### config.mk
export PLATFORM = sky130hd
export DESIGN_NAME = interval_meter_ms
export DESIGN_NICKNAME = d
export VERILOG_FILES = /design/src/rtl/fcu_timer_pkg.sv /design/src/rtl/ms_tick_gen.sv /design/src/rtl/interval_meter_ms.sv
export SDC_FILE = /design/constraint.sdc
export NUM_CORES = 1
export LEC_CHECK = 0
export BUFFER_PORTS_ARGS = -buffer_cell sky130_fd_sc_hd__buf_2
export CAP_MARGIN = 5
export CORE_MARGIN = 2
export CORE_UTILIZATION = 60
export CTS_BUF_LIST = sky130_fd_sc_hd__clkbuf_2 sky130_fd_sc_hd__clkbuf_4 sky130_fd_sc_hd__clkbuf_8
export CTS_CLUSTER_SIZE = 20
export DETAILED_ROUTE_END_ITERATION = 10
export GPL_TIMING_DRIVEN = 1
export PLACE_DENSITY = 0.85
export SYNTH_ARGS = -nofsm -noshare
export SYNTH_HDL_FRONTEND = slang
export SYNTH_SLANG_ARGS = --single-unit
### constraint.sdc
create_clock -name CLK -period 2.88 [get_ports CLK]
set_clock_uncertainty 0.2 [all_clocks]
set_input_delay 0.144 -clock CLK [delete_from_list [all_inputs] [get_ports CLK]]
set_output_delay 0.144 -clock CLK [all_outputs]
set_load 0.1 [all_outputs]
### src/rtl/fcu_timer_pkg.sv
// Shared FCU timer definitions: FSM state encoding and the 1 ms prescaler constant.
// Latency: n/a (types and constants only).
// Backpressure: n/a.
//
// Contents:
//   tmr_state_t  2-bit state encoding IDLE / RUN / HOLD
//   T1MS_50MHZ   prescaler terminal count for 1 ms at 50 MHz (shared with the delay generator)
package fcu_timer_pkg;

    typedef enum logic [1:0] {
        ST_IDLE = 2'd0,
        ST_RUN  = 2'd1,
        ST_HOLD = 2'd2
    } tmr_state_t;

    localparam logic [15:0] T1MS_50MHZ = 16'd49_999;

endpackage

### src/rtl/ms_tick_gen.sv
// Sub-millisecond prescaler: emits a 1-cycle tick every TC+1 enabled cycles.
// Latency: tick is combinational on the cycle the count sits at TC; wrap happens on that edge.
// Backpressure: none; clr has priority, and the count is held at 0 while en is low.
//
// Ports:
//   CLK   in  system clock
//   RSTn  in  asynchronous active-low reset
//   clr   in  synchronous clear of the prescaler
//   en    in  count enable; low forces the prescaler to 0
//   tick  out high on the cycle the prescaler wraps
module ms_tick_gen
    import fcu_timer_pkg::*;
#(
    parameter logic [15:0] TC = T1MS_50MHZ
) (
    input  logic CLK,
    input  logic RSTn,
    input  logic clr,
    input  logic en,
    output logic tick
);

    logic [15:0] pre_cnt;

    assign tick = en && (pre_cnt == TC);

    always_ff @(posedge CLK or negedge RSTn) begin
        if (!RSTn) begin
            pre_cnt <= 16'd0;
        end else if (clr || !en || tick) begin
            pre_cnt <= 16'd0;
        end else begin
            pre_cnt <= pre_cnt + 16'd1;
        end
    end

endmodule

### src/rtl/interval_meter_ms.sv
// Measures whole milliseconds between a Start pulse and a Stop pulse, saturating at all-ones.
// Latency: Ms/Ovf/Valid update on the edge that samples Stop (visible one cycle after Stop).
// Backpressure: the result is held with Valid until Ack; Start is ignored while holding unless paired with Ack.
//
// Ports:
//   CLK    in   system clock
//   RSTn   in   asynchronous active-low reset
//   Start  in   begin or restart a measurement (1-cycle pulse)
//   Stop   in   end the measurement and capture the result (1-cycle pulse)
//   Ack    in   consumer has taken the result; releases Valid
//   Busy   out  measuring
//   Valid  out  Ms/Ovf hold a captured result
//   Ms     out  measured whole ms, saturating
//   Ovf    out  measurement saturated
module interval_meter_ms
    import fcu_timer_pkg::*;
#(
    parameter logic [15:0] T1MS_VAL = T1MS_50MHZ,
    parameter int          MS_W     = 16
) (
    input  logic            CLK,
    input  logic            RSTn,
    input  logic            Start,
    input  logic            Stop,
    input  logic            Ack,
    output logic            Busy,
    output logic            Valid,
    output logic [MS_W-1:0] Ms,
    output logic            Ovf
);

    localparam logic [MS_W-1:0] MS_MAX = '1;

    tmr_state_t      state, state_nxt;
    logic            cnt_clr;       // entering (or re-entering) RUN: clear counters
    logic            capture;       // Stop sampled in RUN: latch result
    logic            tick;
    logic [MS_W-1:0] ms_cnt, ms_nxt, ms_q;
    logic            ovf_flg, ovf_nxt, ovf_q;

    ms_tick_gen #(
        .TC (T1MS_VAL)
    ) u_tick (
        .CLK  (CLK),
        .RSTn (RSTn),
        .clr  (cnt_clr),
        .en   (state == ST_RUN),
        .tick (tick)
    );

    // State register
    always_ff @(posedge CLK or negedge RSTn) begin
        if (!RSTn) begin
            state <= ST_IDLE;
        end else begin
            state <= state_nxt;
        end
    end

    // Next-state logic; Stop beats Start in RUN, Ack+Start in HOLD goes straight back to RUN
    always_comb begin
        state_nxt = state;
        case (state)
            ST_IDLE: if (Start) state_nxt = ST_RUN;
            ST_RUN:  if (Stop)  state_nxt = ST_HOLD;
            ST_HOLD: begin
                if (Ack && Start) state_nxt = ST_RUN;
                else if (Ack)     state_nxt = ST_IDLE;
            end
            default: state_nxt = ST_IDLE;
        endcase
    end

    // Output / control decode
    always_comb begin
        Busy    = (state == ST_RUN);
        Valid   = (state == ST_HOLD);
        capture = (state == ST_RUN) && Stop;
        cnt_clr = ((state == ST_IDLE) && Start) ||
                  ((state == ST_RUN)  && Start && !Stop) ||
                  ((state == ST_HOLD) && Ack && Start);
    end

    // Next ms count including this cycle's tick, so a Stop coinciding with a wrap counts it.
    // Ovf marks a tick that arrived with the counter already at all-ones.
    always_comb begin
        ms_nxt  = ms_cnt;
        ovf_nxt = ovf_flg;
        if (tick) begin
            if (ms_cnt == MS_MAX) begin
                ovf_nxt = 1'b1;
            end else begin
                ms_nxt = ms_cnt + MS_W'(1);
            end
        end
    end

    always_ff @(posedge CLK or negedge RSTn) begin
        if (!RSTn) begin
            ms_cnt  <= '0;
            ovf_flg <= 1'b0;
        end else if (cnt_clr) begin
            ms_cnt  <= '0;
            ovf_flg <= 1'b0;
        end else if (state == ST_RUN) begin
            ms_cnt  <= ms_nxt;
            ovf_flg <= ovf_nxt;
        end
    end

    // Result registers: Ms keeps its last value until the next capture; Ovf drops on entry to RUN
    always_ff @(posedge CLK or negedge RSTn) begin
        if (!RSTn) begin
            ms_q  <= '0;
            ovf_q <= 1'b0;
        end else if (capture) begin
            ms_q  <= ms_nxt;
            ovf_q <= ovf_nxt;
        end else if (cnt_clr) begin
            ovf_q <= 1'b0;
        end
    end

    assign Ms  = ms_q;
    assign Ovf = ovf_q;

endmodule

# Word-level counts from Yosys, hierarchy flattened
# Cells that the tools add are included.
[classes]
reduce_logical = 18
eq_ne = 7
n_addsub = 2
muxes = 16
[ops]
columns = ["cell", "n"]
rows = [
  ["two-way mux 16 bit", 5],
  ["adder 16 x 1 -> 16 bit (second input constant)", 2],
  ["equality test 16 bit (second input constant)", 2],
  ["logical AND 1 bit", 8],
  ["two-way mux 2 bit", 4],
  ["two-way mux 1 bit", 6],
  ["case mux 2 bit (3 select lines)", 1],
  ["logical OR 1 bit", 4],
  ["inequality test 2 bit (second input constant)", 2],
  ["nonzero test 2 bit", 2],
  ["inequality test 3 x 2 -> 1 bit (second input constant)", 1],
  ["AND reduction 3 bit", 1],
  ["equality test 2 x 1 -> 1 bit (second input constant)", 1],
  ["equality test 2 bit (second input constant)", 1],
  ["zero test 1 bit", 2],
  ["zero test 2 bit", 1],
]
[word_totals]
wordCells = 49
out_inout_bits = 19
input_bits = 5
register_bits = 52

# Longest topological paths before layout
[depth]
ltp_word = 8
depth_mapped = 7
depth_no_buf = 6

# By module
# Synthesis repeated with hierarchy kept, for this count alone.
[hier_totals]
hier_cells = 295
hier_area_um2 = 2767.7
[by_module_without_submodules]
columns = ["module", "seq_area_each_um2", "area_each_um2", "instances", "cells_per_inst"]
rows = [
  ["interval_meter_ms", 900.9, 1951.9, 1, 214],
  ["ms_tick_gen", 400.4, 815.8, 1, 81],
]

# Worst setup path after synthesis
# Ideal clock, no wire load.
[synth_timing]
path_kind = "reg2reg"
startpoint = "register state[1]"
endpoint = "register ms_q[11] (netlist: Ms[11])"
stages_incl_launch_ff = 8
required_ns = 2.598
setup_time_ns = 0.082
arrival_time_ns = 2.372
path_slack_ns = 0.226
cell_sequence = "dfrtp_1 nand2b_1 inv_2 nand2_1 or4b_1 buf_2 or3_1 a31oi_1"
[synth_via]
elab_chain_cells = 3
elab_cells_between_ends = 4
cone_classes = "eq/ne (1); mux (1); reduce/logical (2)"
[synth_rtl]
columns = ["item", "line_no", "source"]
rows = [
  ["start: declaration", "interval_meter_ms.sv:34", "tmr_state_t state, state_nxt;"],
  ["start signal: assignment", "interval_meter_ms.sv:56", "state <= state_nxt;"],
  ["equality test 2 x 1 -> 1 bit (*)", "n/a", ""],
  ["net Busy", "interval_meter_ms.sv:26", "output logic Busy,"],
  ["logical AND 1 bit", "ms_tick_gen.sv:25", "assign tick = en && (pre_cnt == TC);"],
  ["two-way mux 16 bit", "interval_meter_ms.sv:89", "if (tick) begin"],
  ["end signal: assignment", "interval_meter_ms.sv:117", "ms_q <= ms_nxt;"],
  ["end: declaration", "interval_meter_ms.sv:38", "logic [MS_W-1:0] ms_cnt, ms_nxt, ms_q;"],
]
# The timed path passes the listed nets; every way through them passes the cells marked *.
# A chain may end at the register's enable or synchronous reset.

# Worst setup path in the final report
[layout_timing]
startpoint = "register u_tick.pre_cnt[0]"
endpoint = "register ms_q[9] (netlist: Ms[9])"
[layout_via]
elab_chain_cells = 3
[layout_rtl]
columns = ["item", "line_no", "source"]
rows = [
  ["start: declaration", "ms_tick_gen.sv:23", "logic [15:0] pre_cnt;"],
  ["start signal: assignment", "ms_tick_gen.sv:33", "pre_cnt <= pre_cnt + 16'd1;"],
  ["equality test 16 bit", "ms_tick_gen.sv:25", ""],
  ["logical AND 1 bit", "ms_tick_gen.sv:25", ""],
  ["two-way mux 16 bit", "interval_meter_ms.sv:89", ""],
]
# No other way between the ends.

==> flow_metrics.py <==
metrics = {
    "synthesis": {
        "synth_cell_types": 37,
        "yosys_warnings": 0,
        "syn-num-nets": 274,
        "avgSynthCellArea_um2": 9.55,
        "syn_inst": 267,
        "ys_ff_latch": 52,
        "ys_seq_area_frac": 0.510,
        "netlist_area_um2": 2550,
    },
    "sta": {
        "hold_violations": 0,
        "finalSetupViolations": 0,
        "fmax_ghz": 0.376,
        "post-route-period-util": 0.924,
        "grt_setup_unrepaired": "false",
        "fin_crit_ns": 2.66,
        "final-max-slew-violation-count": 0,
        "tns_ns": 0,
        "tightestPinTransition_ns": 0.867,
        "max-slew-margin-rel": 0.422,
    },
    "grt": {
        "first_global_vias": 2097,
        "globalRouteTotalUtil": 0.239,
        "grt_antenna_before_repair": 0,
        "grt_pass1_wl_mm": 9.36,
        "overflow": 0,
        "grt_max_degree": 41,
    },
    "clock_tree": {
        "htreeDepth": 2,
        "cts_max_path_buffers": 2,
        "clock_sinks": 52,
        "cts.clk_slew.worst_paths_ns": 0.09,
        "cts_root_buf": "clkbuf_8",
        "cts_setup_buffers": 0,
        "cts_tree": "built",
        "insertion_delay_ns": 0.31,
        "cts_buffers": 5,
    },
    "critical_path": {
        "worstSetupPathType": "flip-flop to flip-flop",
        "worstPathCellList": "ha_1 > and3_1 > nand3_2 > or4b_4 > or3_1 > a31oi_1",
        "critPathSlowestCell": "or4b_4",
        "critPathMaxFanout": 10,
        "cpPeakStageDelay_ns": 0.61,
        "cp_num_cells": 6,
        "critical_path.top_delay_family": "simple AND/OR/NAND/NOR gates",
        "required_ns": 2.91,
        "cp-end-kind": "flip-flop",
        "worstPathArrival_ns": 2.69,
        "start_kind": "flip-flop",
        "rr_worst_depth": 6,
        "cp.buffers_inverters": 0,
    },
    "detailed_routing": {
        "wl_mm": 5.49,
        "drt-initial-drc-count": 134,
        "wl_per_cell_um": 15.7,
        "via_count": 2148,
        "remaining_drc_errors": 0,
        "dr.pass1.iters": 4,
        "vias_per_cell": 6.14,
        "drtAntennaViolNets": 0,
    },
    "power": {
        "sw_frac_of_total": 0.468,
        "pwr-share-clk": 0.214,
        "seqPwrFrac": 0.374,
        "p_per_area_nw_per_um2": 812,
        "power_frac_comb": 0.412,
        "peakVddDrop_uv": 564,
        "internal_power_uw": 1250,
        "power_leakage_uw": 0.00126,
        "p_sw_uw": 1100,
    },
    "layout": {
        "area_delta_synth_final_pct": 13.4,
        "drive_gt1_frac": 0.157,
        "final_area_um2": 2890,
        "fillCellCount": 323,
        "n_antenna_cell": 0,
        "fin_nets": 306,
    },
    "floorplanning": {
        "rows": 23,
        "dieWidth_um": 69.2,
        "core_um2": 4060,
        "start_util": 0.628,
        "fp.dieH_um": 69.2,
        "dieArea_um2": 4790,
        "ios": 24,
    },
    "placement": {
        "hpwl_mm": 3.89,
        "io_buffers": 23,
        "post_dp_cell_area_um2": 2740,
        "gp_congestion": 0.884,
    },
    "hold_path": {
        "hold_class": "primary input to flip-flop",
        "holdPathStages": 6,
    },
    "job": {
        "drv_cap": 0,
    },
    "outcome": {
        "status": "finished, final reports clean",
    },
}
cell type report:
cell class | instances | area, µm² | share of cell area
timing repair buffer | 32 | 193 | 0.0666
clock buffer | 6 | 76.3 | 0.0264
multi-input combinational | 205 | 1210 | 0.420
inverter | 3 | 11.3 | 0.00389
clock inverter | 2 | 35.0 | 0.0121
tap | 50 | 62.6 | 0.0216
sequential | 52 | 1300 | 0.450
cells in the mapped netlist:
cell type  count  share of area
o21ai_0       19          0.037
and4_1         5          0.017
mux2i_1        3          0.012
nor2b_1        1         0.0025
or2_2          3         0.0074
nand3_2        1         0.0039
inv_2          1         0.0015
o31ai_1        3         0.0088
o22ai_1        1         0.0025
dfrtp_1       52           0.51
nand4_1       14          0.034
nor2_1        34          0.050
or3_2          1         0.0029
nor4b_4        1         0.0093
and2_1         2         0.0049
and4bb_2       2         0.0098
nand2b_1       3         0.0074
xor2_1        16          0.055
o2111ai_1      1         0.0034
inv_1          2         0.0029
nand3_1       13          0.026
or4b_1         1         0.0039
or3_1          7          0.017
o21a_1         1         0.0029
a21oi_1       14          0.027
nor3_1         6          0.012
ha_1           2         0.0098
a31oi_1       12          0.029
xnor2_1        2         0.0069
nand4b_1       1         0.0034
and3_2         1         0.0029
buf_2          1         0.0020
and3_1         7          0.017
clkbuf_1       6         0.0088
nor4_1         5          0.012
or4_1          1         0.0029
nand2_1       22          0.032
worst paths after layout:
kind                                endpoint  slack (ns)         startpoint
max in group asynchronous          ms_cnt[6]        1.56               RSTn
min                                    Ms[7]        0.21               Stop
max                                    Ms[9]        0.22  u_tick.pre_cnt[0]
max reg2reg                            Ms[9]        0.22  u_tick.pre_cnt[0]
min reg2reg                           Ms[12]        0.28             Ms[12]
min in group asynchronous  u_tick.pre_cnt[2]        0.28               RSTn
through the flow:
stage          worst slack [ns]  power [µW]  cells  hold slack, ns  utilization
2_1_floorplan             0.226        1660    267          -0.352            -
3_3_place_gp              0.279        1830    338           0.101        0.675
3_5_place_dp              0.137        1850    338           0.104        0.675
4_1_cts                   0.116        2360    350           0.204        0.712
5_1_grt                  0.0678        2460    350           0.252        0.713
6_report                  0.220        2350    350           0.205        0.713
layout by cell type (no fill, tap or decap), types with 2 or more instances in the layout:
| cell type | count |
|---|---|
| a21oi_1 | 14 |
| a31oi_1 | 12 |
| and2_1 | 2 |
| and3_1 | 7 |
| and4_1 | 5 |
| and4bb_2 | 2 |
| buf_2 | 23 |
| buf_4 | 5 |
| clkbuf_8 | 5 |
| dfrtp_1 | 52 |
| dlygate4sd3_1 | 4 |
| ha_1 | 2 |
| inv_1 | 2 |
| mux2i_1 | 3 |
| nand2_1 | 22 |
| nand2b_1 | 3 |
| nand3_1 | 13 |
| nand4_1 | 14 |
| nor2_1 | 34 |
| nor3_1 | 6 |
| nor4_1 | 5 |
| o21ai_0 | 19 |
| o31ai_1 | 3 |
| or2_2 | 3 |
| or3_1 | 7 |
| xnor2_1 | 2 |
| xor2_1 | 16 |
metal layers:
metal	vias to the layer above	part of all wire	GRT usage
li1	1038	-	-
met1	1039	0.43	0.309
met2	63	0.50	0.396
met3	8	0.049	0.0436
met4	0	0.015	0.105
met5	-	0	0
worst min-delay path, stage by stage:
cell	delay, ns
buf_2	0.12
inv_1	0.06
nor2_1	0.05
buf_4	0.18
nor2_1	0.09
a31oi_1	0.04
power groups by stage:
stage                     registers (µW)  clock network [µW]  logic, µW
final                                878                 503        969
after detailed placement             892                   0        958
after floorplan                     1310                   0        352
after CTS                            877                 506        974
after global placement               886                   0        944
after global routing                 894                 538       1030
state kept, by name, indices dropped and copies added, names as in the netlist:
name and flops:
Ms 16, ms_cnt 16, u_tick.pre_cnt 16, state 2
Ovf 1, ovf_flg 1
cells by family (layout without fill, tap and decap cells):
group	after synthesis	in the layout	share of synthesized area
buffers and inverters	10	43	0.0152
multiplexers	3	3	0.0118
flip-flops	52	52	0.510
AO/OA/AOI/OAI	51	51	0.112
adder cells (fa/ha/maj)	2	2	0.00981
XOR/XNOR	18	18	0.0618
AND/OR/NAND/NOR	131	131	0.279
what timing repair did:
item	CTS	global route
setup endpoints to repair	0	5
hold buffers	4	0
endpoints found under the hold margin	40	0
gates resized for setup	0	1
Power figures use the tool's default switching activity.
